### src/rtl/wb_pkg.sv
// Shared types and constants for the writeback arbiter and its result queue.
package wb_pkg;

    localparam int XLEN = 32;
    localparam int AW   = 5;

    typedef struct packed {
        logic [AW-1:0]   rd;
        logic [XLEN-1:0] data;
    } wb_req_t;

    typedef enum logic [1:0] {
        SRC_NONE,
        SRC_ALU,
        SRC_LQ
    } wb_src_e;

endpackage

### src/rtl/wb_fifo.sv
// In-order queue of writeback requests with a combinational head entry.
module wb_fifo
    import wb_pkg::*;
#(
    parameter  int DEPTH = 4,
    localparam int PW    = $clog2(DEPTH),
    localparam int CW    = PW + 1
) (
    input  logic          clk,
    input  logic          rst_n,
    input  logic          push_i,
    input  wb_req_t       data_i,
    input  logic          pop_i,
    output wb_req_t       head_o,
    output logic          full_o,
    output logic          empty_o,
    output logic [CW-1:0] count_o
);

    wb_req_t       mem_q [DEPTH];
    logic [PW-1:0] wr_ptr_q, wr_ptr_d;
    logic [PW-1:0] rd_ptr_q, rd_ptr_d;
    logic [CW-1:0] count_q, count_d;
    logic          do_push, do_pop;

    assign full_o  = (count_q == CW'(DEPTH));
    assign empty_o = (count_q == '0);
    assign count_o = count_q;
    assign head_o  = mem_q[rd_ptr_q];
    assign do_push = push_i && !full_o;
    assign do_pop  = pop_i && !empty_o;

    // DEPTH is a power of two, so pointer wrap is the natural rollover.
    always_comb begin
        wr_ptr_d = wr_ptr_q;
        rd_ptr_d = rd_ptr_q;
        count_d  = count_q;
        if (do_push) wr_ptr_d = wr_ptr_q + 1'b1;
        if (do_pop)  rd_ptr_d = rd_ptr_q + 1'b1;
        if (do_push && !do_pop)      count_d = count_q + 1'b1;
        else if (!do_push && do_pop) count_d = count_q - 1'b1;
    end

    always_ff @(posedge clk or negedge rst_n) begin
        if (!rst_n) begin
            wr_ptr_q <= '0;
            rd_ptr_q <= '0;
            count_q  <= '0;
        end else begin
            wr_ptr_q <= wr_ptr_d;
            rd_ptr_q <= rd_ptr_d;
            count_q  <= count_d;
        end
    end

    always_ff @(posedge clk) begin
        if (do_push) mem_q[wr_ptr_q] <= data_i;
    end

endmodule

### src/rtl/wb_arbiter.sv
// Merges ALU results and queued load/mul-div results onto the single
// register-file write port, with a starvation guard for the queue head.
module wb_arbiter
    import wb_pkg::*;
#(
    parameter  int LQ_DEPTH     = 4,
    parameter  int STARVE_LIMIT = 3,
    localparam int CW           = $clog2(LQ_DEPTH) + 1,
    localparam int AGW          = $clog2(STARVE_LIMIT + 1)
) (
    input  logic            clk,
    input  logic            rst_n,
    input  logic            alu_valid_i,
    input  logic [AW-1:0]   alu_rd_i,
    input  logic [XLEN-1:0] alu_data_i,
    output logic            alu_ready_o,
    input  logic            mem_valid_i,
    input  logic [AW-1:0]   mem_rd_i,
    input  logic [XLEN-1:0] mem_data_i,
    output logic            mem_ready_o,
    output logic            rf_we_o,
    output logic [AW-1:0]   rf_adrw_o,
    output logic [XLEN-1:0] rf_wd_o,
    output logic [CW-1:0]   lq_count_o
);

    wb_req_t          lq_head, win_req, mem_req;
    logic             lq_full, lq_empty, lq_pop, starve;
    wb_src_e          win_src;
    logic [AGW-1:0]   age_q, age_d;
    logic             rf_we_q, rf_we_d;
    logic [AW-1:0]    rf_adrw_q, rf_adrw_d;
    logic [XLEN-1:0]  rf_wd_q, rf_wd_d;

    assign mem_req = '{rd: mem_rd_i, data: mem_data_i};

    wb_fifo #(.DEPTH(LQ_DEPTH)) u_lq (
        .clk     (clk),
        .rst_n   (rst_n),
        .push_i  (mem_valid_i),
        .data_i  (mem_req),
        .pop_i   (lq_pop),
        .head_o  (lq_head),
        .full_o  (lq_full),
        .empty_o (lq_empty),
        .count_o (lq_count_o)
    );

    assign starve      = (age_q == AGW'(STARVE_LIMIT)) && !lq_empty;
    assign alu_ready_o = !starve;
    assign mem_ready_o = !lq_full;

    always_comb begin
        win_src = SRC_NONE;
        win_req = lq_head;
        if (starve) begin
            win_src = SRC_LQ;
        end else if (alu_valid_i) begin
            win_src = SRC_ALU;
            win_req = '{rd: alu_rd_i, data: alu_data_i};
        end else if (!lq_empty) begin
            win_src = SRC_LQ;
        end
        lq_pop = (win_src == SRC_LQ);

        age_d = age_q;
        if (lq_empty || lq_pop)                  age_d = '0;
        else if (age_q != AGW'(STARVE_LIMIT))    age_d = age_q + 1'b1;

        // Address/data hold when idle; x0 results complete but never write.
        rf_we_d   = 1'b0;
        rf_adrw_d = rf_adrw_q;
        rf_wd_d   = rf_wd_q;
        if (win_src != SRC_NONE) begin
            rf_we_d   = (win_req.rd != '0);
            rf_adrw_d = win_req.rd;
            rf_wd_d   = win_req.data;
        end
    end

    always_ff @(posedge clk or negedge rst_n) begin
        if (!rst_n) begin
            age_q     <= '0;
            rf_we_q   <= 1'b0;
            rf_adrw_q <= '0;
            rf_wd_q   <= '0;
        end else begin
            age_q     <= age_d;
            rf_we_q   <= rf_we_d;
            rf_adrw_q <= rf_adrw_d;
            rf_wd_q   <= rf_wd_d;
        end
    end

    assign rf_we_o   = rf_we_q;
    assign rf_adrw_o = rf_adrw_q;
    assign rf_wd_o   = rf_wd_q;

endmodule

### config.mk
export PLATFORM = sky130hd
export DESIGN_NAME = wb_arbiter
export DESIGN_NICKNAME = d
export VERILOG_FILES = /design/src/rtl/wb_pkg.sv /design/src/rtl/wb_fifo.sv /design/src/rtl/wb_arbiter.sv
export SDC_FILE = /design/constraint.sdc
export NUM_CORES = 1
export LEC_CHECK = 0
export CORE_UTILIZATION = 60
export CTS_CLUSTER_SIZE = 10
export DETAILED_ROUTE_END_ITERATION = 8
export DONT_BUFFER_PORTS = 1
export PLACE_DENSITY = 0.74
export SETUP_SLACK_MARGIN = 0.3
export SLEW_MARGIN = 10
export SYNTH_ARGS = -nofsm -noshare
export SYNTH_HDL_FRONTEND = slang
export SYNTH_HIERARCHICAL = 1
export SYNTH_SLANG_ARGS = --single-unit
### constraint.sdc
create_clock -name clk -period 6.35 [get_ports clk]
set_clock_uncertainty 0.1 [all_clocks]
set_input_delay 0.9525 -clock clk [delete_from_list [all_inputs] [get_ports clk]]
set_output_delay 0.9525 -clock clk [all_outputs]
set_load 0.01 [all_outputs]
==> results.tsv, run 1 <==
metric	value	unit
timing.rr.start	u_lq/count_o[0]	
syn_inst	488	
ys_async_sr_fraction	24.1	%
dr.pass1.iters	4	
cts.sinks	195	
grt_pass1_vias	4262	
clkTransAtPathRegs	0.07	ns
syn_avg_cell_area	16.8	µm²
clkLatencyLatePin	0.42	ns
core	13300	µm²
initial_core_util	61.6	%
wl	14600	µm
remaining_drc_errors	0	
synthAdderAreaFrac	1.16	%
grt_start_max_net_pins	64	
n_fill_cell	910	
cp-end-kind	primary output	
ys.flop_type	edfxtp_1	
synth-seq-area-share	68.6	%
via_per_inst	6.15	
io_buffers	0	
synth-simple-area-share	5.47	%
die_w	119	µm
globalRoute.totalOverflow	0	
drive_gt1_share	21.4	%
dp_hpwl	8900	µm
grt_pass1_wl	23100	µm
dr.first_iter.drc_count	205	
row_count	42	
hp-class	input port to async pin	
die_h	119	µm
clock_path_buffers	2	
cp.required	5.30	ns
cts_resized	0	
critPathKind	register to primary output	
cp_data_arrival_time	2.78	ns
drtAntennaViolNets	0	
vdd_drop_max	311	µV
fin_crit	3.83	ns
max_freq	0.261	GHz
synth_enable_flop_cells	148	
via_count	4099	
timing.final.max_slew_violations	0	
cts_hold_buf	0	
p_leak	0.00309	µW
cts.htree.levels	4	
synthXorXnorAreaFrac	0.642	%
slew_headroom	29.6	%
drv_cap	0	
synth_area	8190	µm²
hold_viol_final	0	
worst_pin_slew	1.06	ns
place_area	8260	µm²
synth_cell_types	33	
synth_compound_gate_area_share	8.68	%
r2r_slack	2.90	ns
die_area	14100	µm²
ios	121	
fin_area	8850	µm²
cts_setup_buffers	0	
rsz0062_at_grt	false	
fin_setup_tns	0	ns
cts_tree	built	
p_per_area	482	nW/µm²
grt_antenna_before_repair	0	
synthMuxAreaShare	11.2	%
nNetsFinal	562	
outcome	finished, final reports clean	
gp_congestion	0.791	
setup_viol	0	
yosys_warnings	6	
yosys_register_bits	195	
diodes	0	
cts_buffers	17	
crit_start	u_lq/count_o[0]	
cp_max_fo	63	
synth.net_count	573	
start_kind	register	
clk_root_buffer_cell	clkbuf_16	
avgRoutedWirePerCell	21.9	µm
synth_top_family_by_area	multiplexers	
syn2layout_area_growth	8.08	%
grt_usage	22.4	%
fin_crit_sh	60.4	%
cells in the final DEF, fill, tap and decap left out, types with 3 or more instances in the layout:
master	n
edfxtp_1	148
dfrtp_1	45
inv_1	41
mux4_2	37
nor2_1	35
nor2b_1	34
a211oi_1	32
a221oi_2	20
clkbuf_16	17
a221oi_1	12
mux2_2	6
o22ai_1	5
a21oi_1	5
clkinvlp_4	5
ha_1	5
clkinv_1	4
xnor2_1	4
nand2_1	3
bufinv_16	3
buf_4	3
and2_2	3
critical path, cell delays in order, from the launching register on:
cell and delay, ns:
dfrtp_1 0.49, or3_1 0.48, clkinv_2 0.38, buf_4 0.58
nand2b_1 0.40
cell families after synthesis:
| group | Yosys count |
|---|---|
| AOI/OAI and AO/OA | 75 |
| and+or+nand+nor | 86 |
| DFF | 195 |
| muxes | 44 |
| buffers and inverters | 75 |
| xor gates and xnor gates | 6 |
| adders and majority gates | 7 |
where the power goes:
group | internal (µW) | switching [µW]
Combinational | 573 | 620
Clock | 614 | 441
Sequential | 1730 | 284
cells in the mapped netlist (3+ instances only):
| cell type | instances | area [µm²] |
|---|---|---|
| ha_1 | 6 | 75.1 |
| inv_1 | 42 | 158 |
| edfxtp_1 | 148 | 4440 |
| o22ai_1 | 5 | 31.3 |
| nand2_1 | 3 | 11.3 |
| buf_1 | 3 | 11.3 |
| a211oi_1 | 32 | 240 |
| a221oi_1 | 12 | 105 |
| dfrtp_1 | 47 | 1180 |
| buf_6 | 6 | 67.6 |
| nor2b_1 | 34 | 213 |
| clkbuf_1 | 14 | 52.6 |
| xnor2_1 | 4 | 35.0 |
| a21oi_1 | 5 | 25.0 |
| buf_4 | 3 | 22.5 |
| nor2_1 | 36 | 135 |
| mux4_2 | 37 | 833 |
| mux2_2 | 6 | 67.6 |
| and2_1 | 3 | 18.8 |
| a221oi_2 | 20 | 300 |
| buf_2 | 7 | 35.0 |
worst paths after layout:
kind / end / cells past startpoint
worst max-delay path: alu_ready_o / 4
worst min-delay path: rf_adrw_o[2] / 0
worst max register to register: rf_wd_o[8] / 6
worst min register to register: age_q[0] / 1
max in group asynchronous: rf_wd_o[9] / 0
min in group clk: age_q[0] / 1
layout make-up:
type | count | area (µm²) | area share [%]
sequential | 195 | 5620 | 63.5
multi-input combinational | 218 | 2240 | 25.3
clock buffer | 17 | 425 | 4.81
tap | 176 | 220 | 2.49
clock inverter | 15 | 165 | 1.87
inverter | 42 | 159 | 1.80
timing repair buffer | 3 | 22.5 | 0.254
sequential cells by signal (all words and copies together) (netlist names):
register and count:
u_lq/mem_q 148, rf_wd_o 32, rf_adrw_o 5, u_lq/count_o 3, age_q 2, u_lq/rd_ptr_q 2
u_lq/wr_ptr_q 2, rf_we_o 1
metrics by stage:
stage	hold slack [ns]	std cells	total power, µW	worst slack (ns)	util, %
after floorplan	0.314	488	2990	3.25	-
after global placement	0.331	634	3190	3.07	62.1
after detailed placement	0.349	634	3250	2.91	62.1
after CTS	0.0980	666	4300	2.49	66.6
after global routing	0.0969	666	4490	2.31	66.6
final	0.118	666	4260	2.52	66.6
per-layer routing:
metal,up-vias,wire length [µm],track usage (%)
li1,1854,-,-
met1,2094,6040,28.8
met2,139,7260,36.0
met3,12,1130,7.71
met4,0,151,7.52
met5,-,0,0
No activity file was read; power rests on OpenSTA's default activity.
==> inputs of run 2 (changes only) <==
==> constraint.sdc (replaced) <==
create_clock -name clk -period 3.85 [get_ports clk]
set_clock_uncertainty 0.1 [all_clocks]
set_input_delay 0.5775 -clock clk [delete_from_list [all_inputs] [get_ports clk]]
set_output_delay 0.5775 -clock clk [all_outputs]
set_load 0.01 [all_outputs]
==> results.tsv, run 2 (synthesized netlist as in run 1, its figures left out) <==
metric	value	unit	change
outcome	finished, final reports clean		unchanged
clkLatencyLatePin	0.42	ns	about the same
clock_path_buffers	2		unchanged
final_common_cell	edfxtp_1		unchanged
cp.required	4.03	ns	was 5.30 ns
fin_crit_sh	70.0	%	
via_per_inst	6.18		was 6.15
io_buffers	0		unchanged
use_met2	36.6	%	was 36.0%
place_ws	1.20	ns	was 2.91 ns
initial_core_util	61.6	%	unchanged
cp_max_fo	103		was 63
slew_headroom	29.2	%	was 29.6%
use_met3	7.81	%	was 7.71%
cts_buffers	17		unchanged
final_cell_mix	edfxtp_1, dfrtp_1, inv_1		unchanged
fin_area	8940	µm²	was 8850 µm²
hold_path_startpoint	mem_data_i[14]		
gp_congestion	0.776		was 0.791
p_leak	0.00315	µW	was 0.00309 µW
drtAntennaViolNets	0		unchanged
r2r_cells	6		unchanged
largest_reg_flops	148		unchanged
wl	14700	µm	was 14600 µm
grt_pass1_wl	23300	µm	was 23100 µm
p_per_area	797	nW/µm²	was 482 nW/µm²
grt_antenna_before_repair	0		unchanged
cts_resized	0		unchanged
drv_cap	0		unchanged
avgRoutedWirePerCell	22.0	µm	was 21.9 µm
worst_pin_slew	1.06	ns	about the same
die_area	14100	µm²	unchanged
timing.final.ws_setup	1.16	ns	was 2.52 ns
remaining_drc_errors	0		unchanged
diodes	0		unchanged
cts.htree.levels	4		unchanged
nNetsFinal	565		was 562
setup_viol	0		unchanged
syn2layout_area_growth	9.15	%	was 8.08%
crit_chain	or3_1 > clkinv_2 > buf_4 > mux2_2 > o22ai_1 > a21oi_1		was or3_1 > clkinv_2 > buf_4 > nand2b_1
cp-end-kind	register		was primary output
timing.rr.start	u_lq/count_o[0]		unchanged
hp-class	input port to register		was input port to async pin
crit_slowest_cell	buf_4		unchanged
min_path_cells	0		
max_freq	0.371	GHz	
min_to	u_lq/mem_q[3][14]		
crit_start	u_lq/count_o[0]		unchanged
grt_usage	22.7	%	was 22.4%
grt.busiest_layer	met2		unchanged
cp_data_arrival_time	2.88	ns	was 2.78 ns
clkTransAtPathRegs	0.07	ns	about the same
worstReg2RegEnd	rf_adrw_o[2]		was rf_wd_o[8]
hold_viol_final	0		unchanged
drive_gt1_share	22.1	%	was 21.4%
max_stage_delay	0.71	ns	was 0.58 ns
core	13300	µm²	unchanged
fin_setup_tns	0	ns	unchanged
globalRoute.totalOverflow	0		unchanged
ios	121		unchanged
start_kind	register		unchanged
n_fill_cell	881		was 910
grt_pass1_vias	4313		was 4262
fin_crit	2.69	ns	
die_w	119	µm	unchanged
timing.final.max_slew_violations	0		unchanged
critPathKind	register to register		was register to primary output
cts_tree	built		unchanged
r2r_slack	1.16	ns	was 2.90 ns
vdd_drop_max	594	µV	was 311 µV
grt_start_max_net_pins	104		was 64
dr.first_iter.drc_count	214		was 205
die_h	119	µm	unchanged
clk_root_buffer_cell	clkbuf_16		unchanged
grt_util_met1	29.0	%	was 28.8%
dp_hpwl	9000	µm	was 8900 µm
row_count	42		unchanged
rsz0062_at_grt	false		unchanged
top_register	u_lq/mem_q		unchanged
place_area	8280	µm²	was 8260 µm²
via_count	4133		was 4099
dr.pass1.iters	4		unchanged
cts.sinks	195		unchanged
==> run 2: layout make-up <==
type	count	area, µm²	area share (%)
sequential	195	5620	62.9
multi-input combinational	218	2240	25.0
clock buffer	25	527	5.89
tap	176	220	2.46
inverter	42	159	1.78
clock inverter	7	93.8	1.05
timing repair buffer	6	80.1	0.896
==> run 2: worst max path at each step <==
| stage | slack (ns) | depth (start not counted) | end |
|---|---|---|---|
| CTS | 1.19 | 6 | rf_adrw_o[1] |
| floorplan | 1.12 | 2 | u_lq/mem_q[3][0] |
| detailed placement | 1.20 | 6 | rf_adrw_o[1] |
| finish | 1.16 | 6 | rf_adrw_o[2] |
| global placement | 1.30 | 5 | rf_we_o |
| global route | 1.05 | 6 | rf_adrw_o[2] |
==> run 2: metal layers <==
layer	routed length, µm	vias to the layer above
met5	0	-
met4	210	0
met3	1180	21
met2	7210	143
met1	6160	2105
li1	-	1864
==> run 2: stage by stage <==
| stage | total power, µW | std cells | util [%] | hold slack (ns) |
|---|---|---|---|---|
| finish | 7130 | 669 | 67.2 | 0.142 |
| global route | 7490 | 669 | 67.2 | 0.120 |
| CTS | 7190 | 669 | 67.2 | 0.123 |
| detailed placement | 5380 | 635 | 62.3 | 0.183 |
| global placement | 5270 | 635 | 62.3 | 0.183 |
| floorplan | 4940 | 488 | - | 0.182 |
==> run 2: worst max-delay path: cells and delay by family (launching register included) <==
family / cells / cell delay [ns]
buffers and inverters: 2 / 0.79
DFF: 1 / 0.48
and+or+nand+nor: 1 / 0.46
muxes: 1 / 0.42
AOI/OAI and AO/OA: 2 / 0.23
==> run 2: what timing repair did <==
item | 4_1_cts | 5_1_grt
setup buffers | 0 | 0
hold buffers | 2 | 0
hold endpoints to repair | 47 | 0
==> run 2: where the power goes <==
part           total [µW]  internal, µW  switching (µW)  leakage, µW
registers            3330          2850             479      0.00189
logic                2000           967            1030     0.000952
clock network        1790          1080             713     0.000301
